$ cat config.mk
export PLATFORM = sky130hd
export DESIGN_NAME = flow_decoder
export DESIGN_NICKNAME = d
export VERILOG_FILES = /design/src/rtl/flow_pkg.sv /design/src/rtl/flow_bht.sv /design/src/rtl/flow_decoder.sv
export SDC_FILE = /design/constraint.sdc
export NUM_CORES = 1
export LEC_CHECK = 0
export CORE_MARGIN = 5
export CORE_UTILIZATION = 35
export CTS_CLUSTER_DIAMETER = 150
export CTS_CLUSTER_SIZE = 20
export DETAILED_ROUTE_END_ITERATION = 8
export PLACE_DENSITY_LB_ADDON = 0.25
export SYNTH_ARGS = -nofsm -noshare
export SYNTH_HDL_FRONTEND = slang
export SYNTH_SLANG_ARGS = --single-unit
$ cat constraint.sdc
create_clock -name clk -period 10.22 [get_ports clk]
set_input_delay 2.044 -clock clk [delete_from_list [all_inputs] [get_ports clk]]
set_output_delay 2.044 -clock clk [all_outputs]
set_load 0.03 [all_outputs]
$ cat src/rtl/flow_pkg.sv
// Shared definitions for the decode-stage flow decoder: opcodes, flow classes,
// decode flags and the branch-history counter reset value.
package flow_pkg;

    localparam logic [5:0] OP_RTYPE = 6'h00;
    localparam logic [5:0] OP_J     = 6'h02;
    localparam logic [5:0] OP_JAL   = 6'h03;
    localparam logic [5:0] OP_BEQ   = 6'h04;
    localparam logic [5:0] OP_BNE   = 6'h05;
    localparam logic [5:0] FN_JR    = 6'h08;

    typedef enum logic [2:0] {
        FC_NONE,
        FC_J,
        FC_JAL,
        FC_JR,
        FC_BEQ,
        FC_BNE
    } flow_class_e;

    typedef struct packed {
        logic isJmp;
        logic isJr;
        logic isBr;
        logic isLink;
    } flow_flags_t;

    function automatic flow_class_e classify(input logic [5:0] op, input logic [5:0] fn);
        flow_class_e cls;
        cls = FC_NONE;
        unique case (op)
            OP_J:     cls = FC_J;
            OP_JAL:   cls = FC_JAL;
            OP_BEQ:   cls = FC_BEQ;
            OP_BNE:   cls = FC_BNE;
            OP_RTYPE: cls = (fn == FN_JR) ? FC_JR : FC_NONE;
            default:  cls = FC_NONE;
        endcase
        return cls;
    endfunction

    // Weakly-not-taken: one below the taken threshold.
    function automatic int unsigned ctrResetVal(input int unsigned ctrBits);
        return (32'd1 << (ctrBits - 32'd1)) - 32'd1;
    endfunction

endpackage

$ cat src/rtl/flow_bht.sv
// Branch history table: saturating counters with a combinational read port and
// a synchronous update port. Only built when FLOW_DEC_BHT_EN is defined.
`ifdef FLOW_DEC_BHT_EN
module flow_bht
    import flow_pkg::*;
#(
    parameter int unsigned DEPTH    = 16,
    parameter int unsigned CTR_BITS = 2,
    localparam int unsigned IDXW    = $clog2(DEPTH)
) (
    input  logic            clk,
    input  logic            reset,
    input  logic [IDXW-1:0] rdIdx,
    output logic            rdTakenC,
    input  logic            updValid,
    input  logic [IDXW-1:0] updIdx,
    input  logic            updTaken
);

    localparam logic [CTR_BITS-1:0] CTR_INIT = CTR_BITS'(ctrResetVal(CTR_BITS));
    localparam logic [CTR_BITS-1:0] CTR_MAX  = '1;

    logic [CTR_BITS-1:0] ctr [DEPTH];

    // Read returns the pre-update value when read and update share an index.
    assign rdTakenC = ctr[rdIdx][CTR_BITS-1];

    always_ff @(posedge clk) begin
        if (reset) begin
            for (int i = 0; i < int'(DEPTH); i++) begin
                ctr[i] <= CTR_INIT;
            end
        end else if (updValid) begin
            if (updTaken) begin
                if (ctr[updIdx] != CTR_MAX) begin
                    ctr[updIdx] <= ctr[updIdx] + CTR_BITS'(1);
                end
            end else if (ctr[updIdx] != '0) begin
                ctr[updIdx] <= ctr[updIdx] - CTR_BITS'(1);
            end
        end
    end

endmodule
`endif

$ cat src/rtl/flow_decoder.sv
// Registered flow-control decoder (j/jal/jr/beq/bne) with target computation
// and branch prediction; FLOW_DEC_BHT_EN selects the BHT over static backward-taken.
module flow_decoder
    import flow_pkg::*;
#(
    parameter int unsigned WIDTH     = 32,
    parameter int unsigned BHT_DEPTH = 16,
    parameter int unsigned CTR_BITS  = 2
) (
    input  logic             clk,
    input  logic             reset,
    input  logic             valid_in,
    input  logic [31:0]      cmdIn,
    input  logic [WIDTH-1:0] pcIn,
    input  logic             stall,
    input  logic             flush,
    input  logic             upd_valid,
    input  logic [WIDTH-1:0] upd_pc,
    input  logic             upd_taken,
    output logic             valid_out,
    output logic             isJmp,
    output logic             isJr,
    output logic             isBr,
    output logic             isLink,
    output logic             predTaken,
    output logic             redirect,
    output logic [WIDTH-1:0] target,
    output logic [31:0]      cmdOut
);

    localparam int unsigned SEXT_W = WIDTH - 18;

    flow_class_e      clsC;
    flow_flags_t      flagsC;
    logic [WIDTH-1:0] pcp4C;
    logic [WIDTH-1:0] jTgtC;
    logic [WIDTH-1:0] brTgtC;
    logic [WIDTH-1:0] tgtC;
    logic             predRawC;
    logic             predC;
    logic             redirectC;

    assign clsC   = classify(cmdIn[31:26], cmdIn[5:0]);
    assign pcp4C  = pcIn + WIDTH'(4);
    assign brTgtC = pcp4C + {{SEXT_W{cmdIn[15]}}, cmdIn[15:0], 2'b00};

    // At WIDTH=28 the pseudo-direct target has no region bits from pc+4.
    generate
        if (WIDTH == 28) begin : gJTgt28
            assign jTgtC = {cmdIn[25:0], 2'b00};
        end else begin : gJTgt
            assign jTgtC = {pcp4C[WIDTH-1:28], cmdIn[25:0], 2'b00};
        end
    endgenerate

`ifdef FLOW_DEC_BHT_EN
    localparam int unsigned IDXW = $clog2(BHT_DEPTH);

    logic unusedUpdPc;
    assign unusedUpdPc = ^{upd_pc[WIDTH-1:IDXW+2], upd_pc[1:0]};

    flow_bht #(
        .DEPTH    (BHT_DEPTH),
        .CTR_BITS (CTR_BITS)
    ) uBht (
        .clk      (clk),
        .reset    (reset),
        .rdIdx    (pcIn[IDXW+1:2]),
        .rdTakenC (predRawC),
        .updValid (upd_valid),
        .updIdx   (upd_pc[IDXW+1:2]),
        .updTaken (upd_taken)
    );
`else
    logic unusedCfg;
    assign unusedCfg = ^{upd_valid, upd_pc, upd_taken, 32'(BHT_DEPTH), 32'(CTR_BITS)};

    // Static backward-taken: a negative offset predicts taken.
    assign predRawC = cmdIn[15];
`endif

    // Decode flags and the per-class target.
    always_comb begin
        flagsC = '0;
        tgtC   = '0;
        unique case (clsC)
            FC_J: begin
                flagsC.isJmp = 1'b1;
                tgtC         = jTgtC;
            end
            FC_JAL: begin
                flagsC.isJmp  = 1'b1;
                flagsC.isLink = 1'b1;
                tgtC          = jTgtC;
            end
            FC_JR: begin
                flagsC.isJmp = 1'b1;
                flagsC.isJr  = 1'b1;
            end
            FC_BEQ, FC_BNE: begin
                flagsC.isBr = 1'b1;
                tgtC        = brTgtC;
            end
            default: begin
                flagsC = '0;
            end
        endcase
    end

    assign predC     = flagsC.isBr & predRawC;
    assign redirectC = (clsC == FC_J) | (clsC == FC_JAL) | predC;

    // Output register: reset > flush > stall > load.
    always_ff @(posedge clk) begin
        if (reset) begin
            valid_out <= 1'b0;
            isJmp     <= 1'b0;
            isJr      <= 1'b0;
            isBr      <= 1'b0;
            isLink    <= 1'b0;
            predTaken <= 1'b0;
            redirect  <= 1'b0;
            target    <= '0;
            cmdOut    <= '0;
        end else if (flush) begin
            valid_out <= 1'b0;
            isJmp     <= 1'b0;
            isJr      <= 1'b0;
            isBr      <= 1'b0;
            isLink    <= 1'b0;
            predTaken <= 1'b0;
            redirect  <= 1'b0;
        end else if (!stall) begin
            valid_out <= valid_in;
            isJmp     <= valid_in & flagsC.isJmp;
            isJr      <= valid_in & flagsC.isJr;
            isBr      <= valid_in & flagsC.isBr;
            isLink    <= valid_in & flagsC.isLink;
            predTaken <= valid_in & predC;
            redirect  <= valid_in & redirectC;
            target    <= valid_in ? tgtC : '0;
            cmdOut    <= cmdIn;
        end
    end

endmodule
==> key figures <==
Clocking
  – CTS root buffer: clkbuf_16
  – Total CTS buffers: 9
  – Total number of H-tree levels: 3
  – CTS tree: done
  – PostCTS Resize Cnt: 0
  – Clock latency on the worst-skew pair: 0.35 ns
  – Total clock sinks: between 70 and 80
  – Max Root-Sink Buffers: 2
  – Hold buffers post-CTS: 0
  – Setup Fix Bufs, Post-CTS: 0
  – Clock-pin slew on the worst setup and hold paths: 0.06 ns

Pwr
  – Clk network pwr share: 0.398
  – Net Sw Frac: 0.312
  – Cell Int Power: a little under 600 uW
  – Max VDD drop: roughly 0.000067 V
  – Gate power share: 0.260
  – Psw: between 200 and 300 uW
  – Leak Pwr: ~0.0026 uW
  – Register share of total power: 0.342
  – P per Cell Area: roughly 120 nW/um2

Global route
  – First-pass GRT wire length: about 28000 um
  – Largest net degree at the start of global routing: between 50 and 60
  – GR Util All Layers: 0.206
  – Vias in the first global route: 5386
  – Initial antenna violation count: 0
  – Overflow after GRT: 0

Detailed routing
  – DRT iter0 DRCs: 305
  – Post-route ant nets: 0
  – 1st-pass router iterations: 5
  – Routed via count: 5467
  – DRC: 0
  – Vias/cell: 5.58
  – Routed len/inst: approximately 18 um
  – WL final: 17800 um

STA
  – Slew HR: 0.171
  – Fmax: 0.165 GHz
  – Final Critical Period: a little over 6 ns
  – Tightest Pin Transition: between 1 and 1.5 ns
  – Final period util: 0.593
  – Fin. max-slew vios: 0
  – Final setup viols: 0
  – Worst Skew: 0 ns
  – Final Hold Fails: 0
  – Final hold slack: 0.452 ns
  – Setup TNS: 0 ns
  – RSZ-0062 raised after global routing: false

Setup path
  – Startpoint Class: primary input
  – Worst EP arrival: 6.28 ns
  – CP Max Fanout: 8
  – Crit end category: register
  – Crit Path Class: primary input to register
  – Worst path required time: between 10 and 15 ns

Yosys
  – Syn avg cell area: 7.65 um2
  – Share of flip-flops with an asynchronous set or reset: 0
  – Seq cells post-synth: 71
  – Synth area leader: dfxtp_1
  – Yosys warning total: 0
  – Post-Synthesis Cells: around 670
  – Share of the synthesized area in the top cell type: 0.278
  – Number of flops mapped to enable cells by yosys: 0
  – Count leader, synth: nand2_1
  – Main flop type after synthesis: dfxtp_1
  – Synth unique cells: 73
  – Mapped Nets: between 800 and 900
  – Largest cells by area after synthesis: dfxtp_1 28%, nand2_1 8.7%, ha_1 8.6%, a21oi_1 7.9%, xnor2_1 4.6%
  – Mapped cell area: approximately 5100 um2
  – Sequential fraction of the synthesis area: 0.278
  – Most instantiated cells after synthesis: 119 x nand2_1, 81 x a21oi_1, 71 x dfxtp_1

Run
  – Max-cap violations: 0

Outcome
  – Status: complete, no violations

Finish
  – Util after Layout: 0.479
  – Layout cells sized above 1: 0.0491
  – Area Growth Syn to Fin: 35.2%
  – Final Net Count: roughly 930
  – Finished Layout Cells: between 900 and 1000
  – Diode count: 0

Worst hold path
  – HP Class: register to register

Placed design
  – Gpl congestion: around 0.86
  – Dpl hpwl: about 14000 um
  – Input/output buffers: between 100 and 150
  – Inst Count DP: 963

Floorplan
  – Die Ht: ~130 um
  – Core footprint: 14400 um2
  – Overall die area: between 15000 and 20000 um2
  – FP Rows: 44
  – Overall die width: ~130 um
  – IO Count: ~170
  – Initial Utilization: 0.354
cells in the final DEF (no fill, tap or decap), drive strengths merged, types with 4 or more instances in the layout:
cell type / count
ha: 35
or3: 9
a22oi: 21
a21boi: 5
o21ai: 33
a21o: 15
xor2: 16
nand4: 13
nor3: 8
nor2: 49
a21oi: 81
and2: 6
clkbuf: 11
and3: 7
buf: 5
and4: 9
a211oi: 7
xnor2: 27
a31o: 5
inv: 10
nand2: 119
or2: 7
clkdlybuf4s50: 138
a31oi: 5
dfxtp: 71
nand3: 16
nor2b: 4
sequential cells by signal (all words and copies together), names as in the netlist:
signal / flops
predTaken: 1
valid_out: 1
cmdOut: 32
isBr: 1
target: 32
isJmp: 1
isLink: 1
isJr: 1
redirect: 1
power by group through the flow:
stage          clock [uW]  sequential, uW  combinational [uW]
2_1_floorplan           0             305                 120
5_1_grt               349             287                 237
4_1_cts               340             286                 216
3_5_place_dp            0             293                 215
6_report              334             286                 218
3_3_place_gp            0             292                 212
worst max-delay path, stage by stage:
cell,delay [ns]
clkdlybuf4s50_1,0.59
nand4_1,0.20
nor3_1,0.79
nor2b_1,0.30
and3_1,0.25
xor2_1,0.25
ha_1,0.36
nand2_1,0.17
o21a_1,0.21
a31oi_1,0.37
o21a_1,0.22
o22ai_1,0.07
a311o_1,0.32
o2bb2ai_1,0.12
area by class of cell:
| cell class | instances | area, um2 |
|---|---|---|
| Sequential cell | 71 | 1420 |
| Multi-Input combinational cell | 555 | 3490 |
| Inverter | 10 | 37.5 |
| Tap cell | 184 | 230 |
| Clock inverter | 5 | 56.3 |
| Fill cell | 1442 | 7520 |
| Timing Repair Buffer | 143 | 1420 |
| Clock buffer | 11 | 253 |
cells by family after synthesis:
| kind of cell | after synthesis | share of synthesized area |
|---|---|---|
| AO/OA/AOI/OAI | 214 | 0.274 |
| XOR/XNOR | 43 | 0.0737 |
| adder cells (fa/ha/maj) | 36 | 0.0897 |
| buffers and inverters | 42 | 0.0392 |
| flip-flops | 71 | 0.278 |
| AND/OR/NAND/NOR | 262 | 0.245 |
stage by stage:
step           setup slack [ns]  power (uW)  cell area, um2
6_report                   4.16         838            6900
5_1_grt                    3.92         874            6900
4_1_cts                    4.24         842            6900
3_5_place_dp               3.89         507            6590
3_3_place_gp               3.96         505            6590
2_1_floorplan              5.28         425            5110
path summary, 6_finish.rpt:
path | startpoint | endpoint | slack, ns | depth (start not counted)
min reg2reg | cmdOut[18] | cmdOut[18] | 0.45 | 2
max | pcIn[4] | target[29] | 4.16 | 14
min | cmdOut[18] | cmdOut[18] | 0.45 | 2
max reg2reg | target[30] | target[30] | 9.19 | 4
metal layers:
metal  track usage  vias to the layer above  wire, um
met5             0                        -         0
met4        0.0750                        0       319
met3        0.0423                       22      1460
met2         0.338                      204      8190
met1         0.268                     2567      7850
li1              -                     2674         -
(Power assumes the default switching activity.)
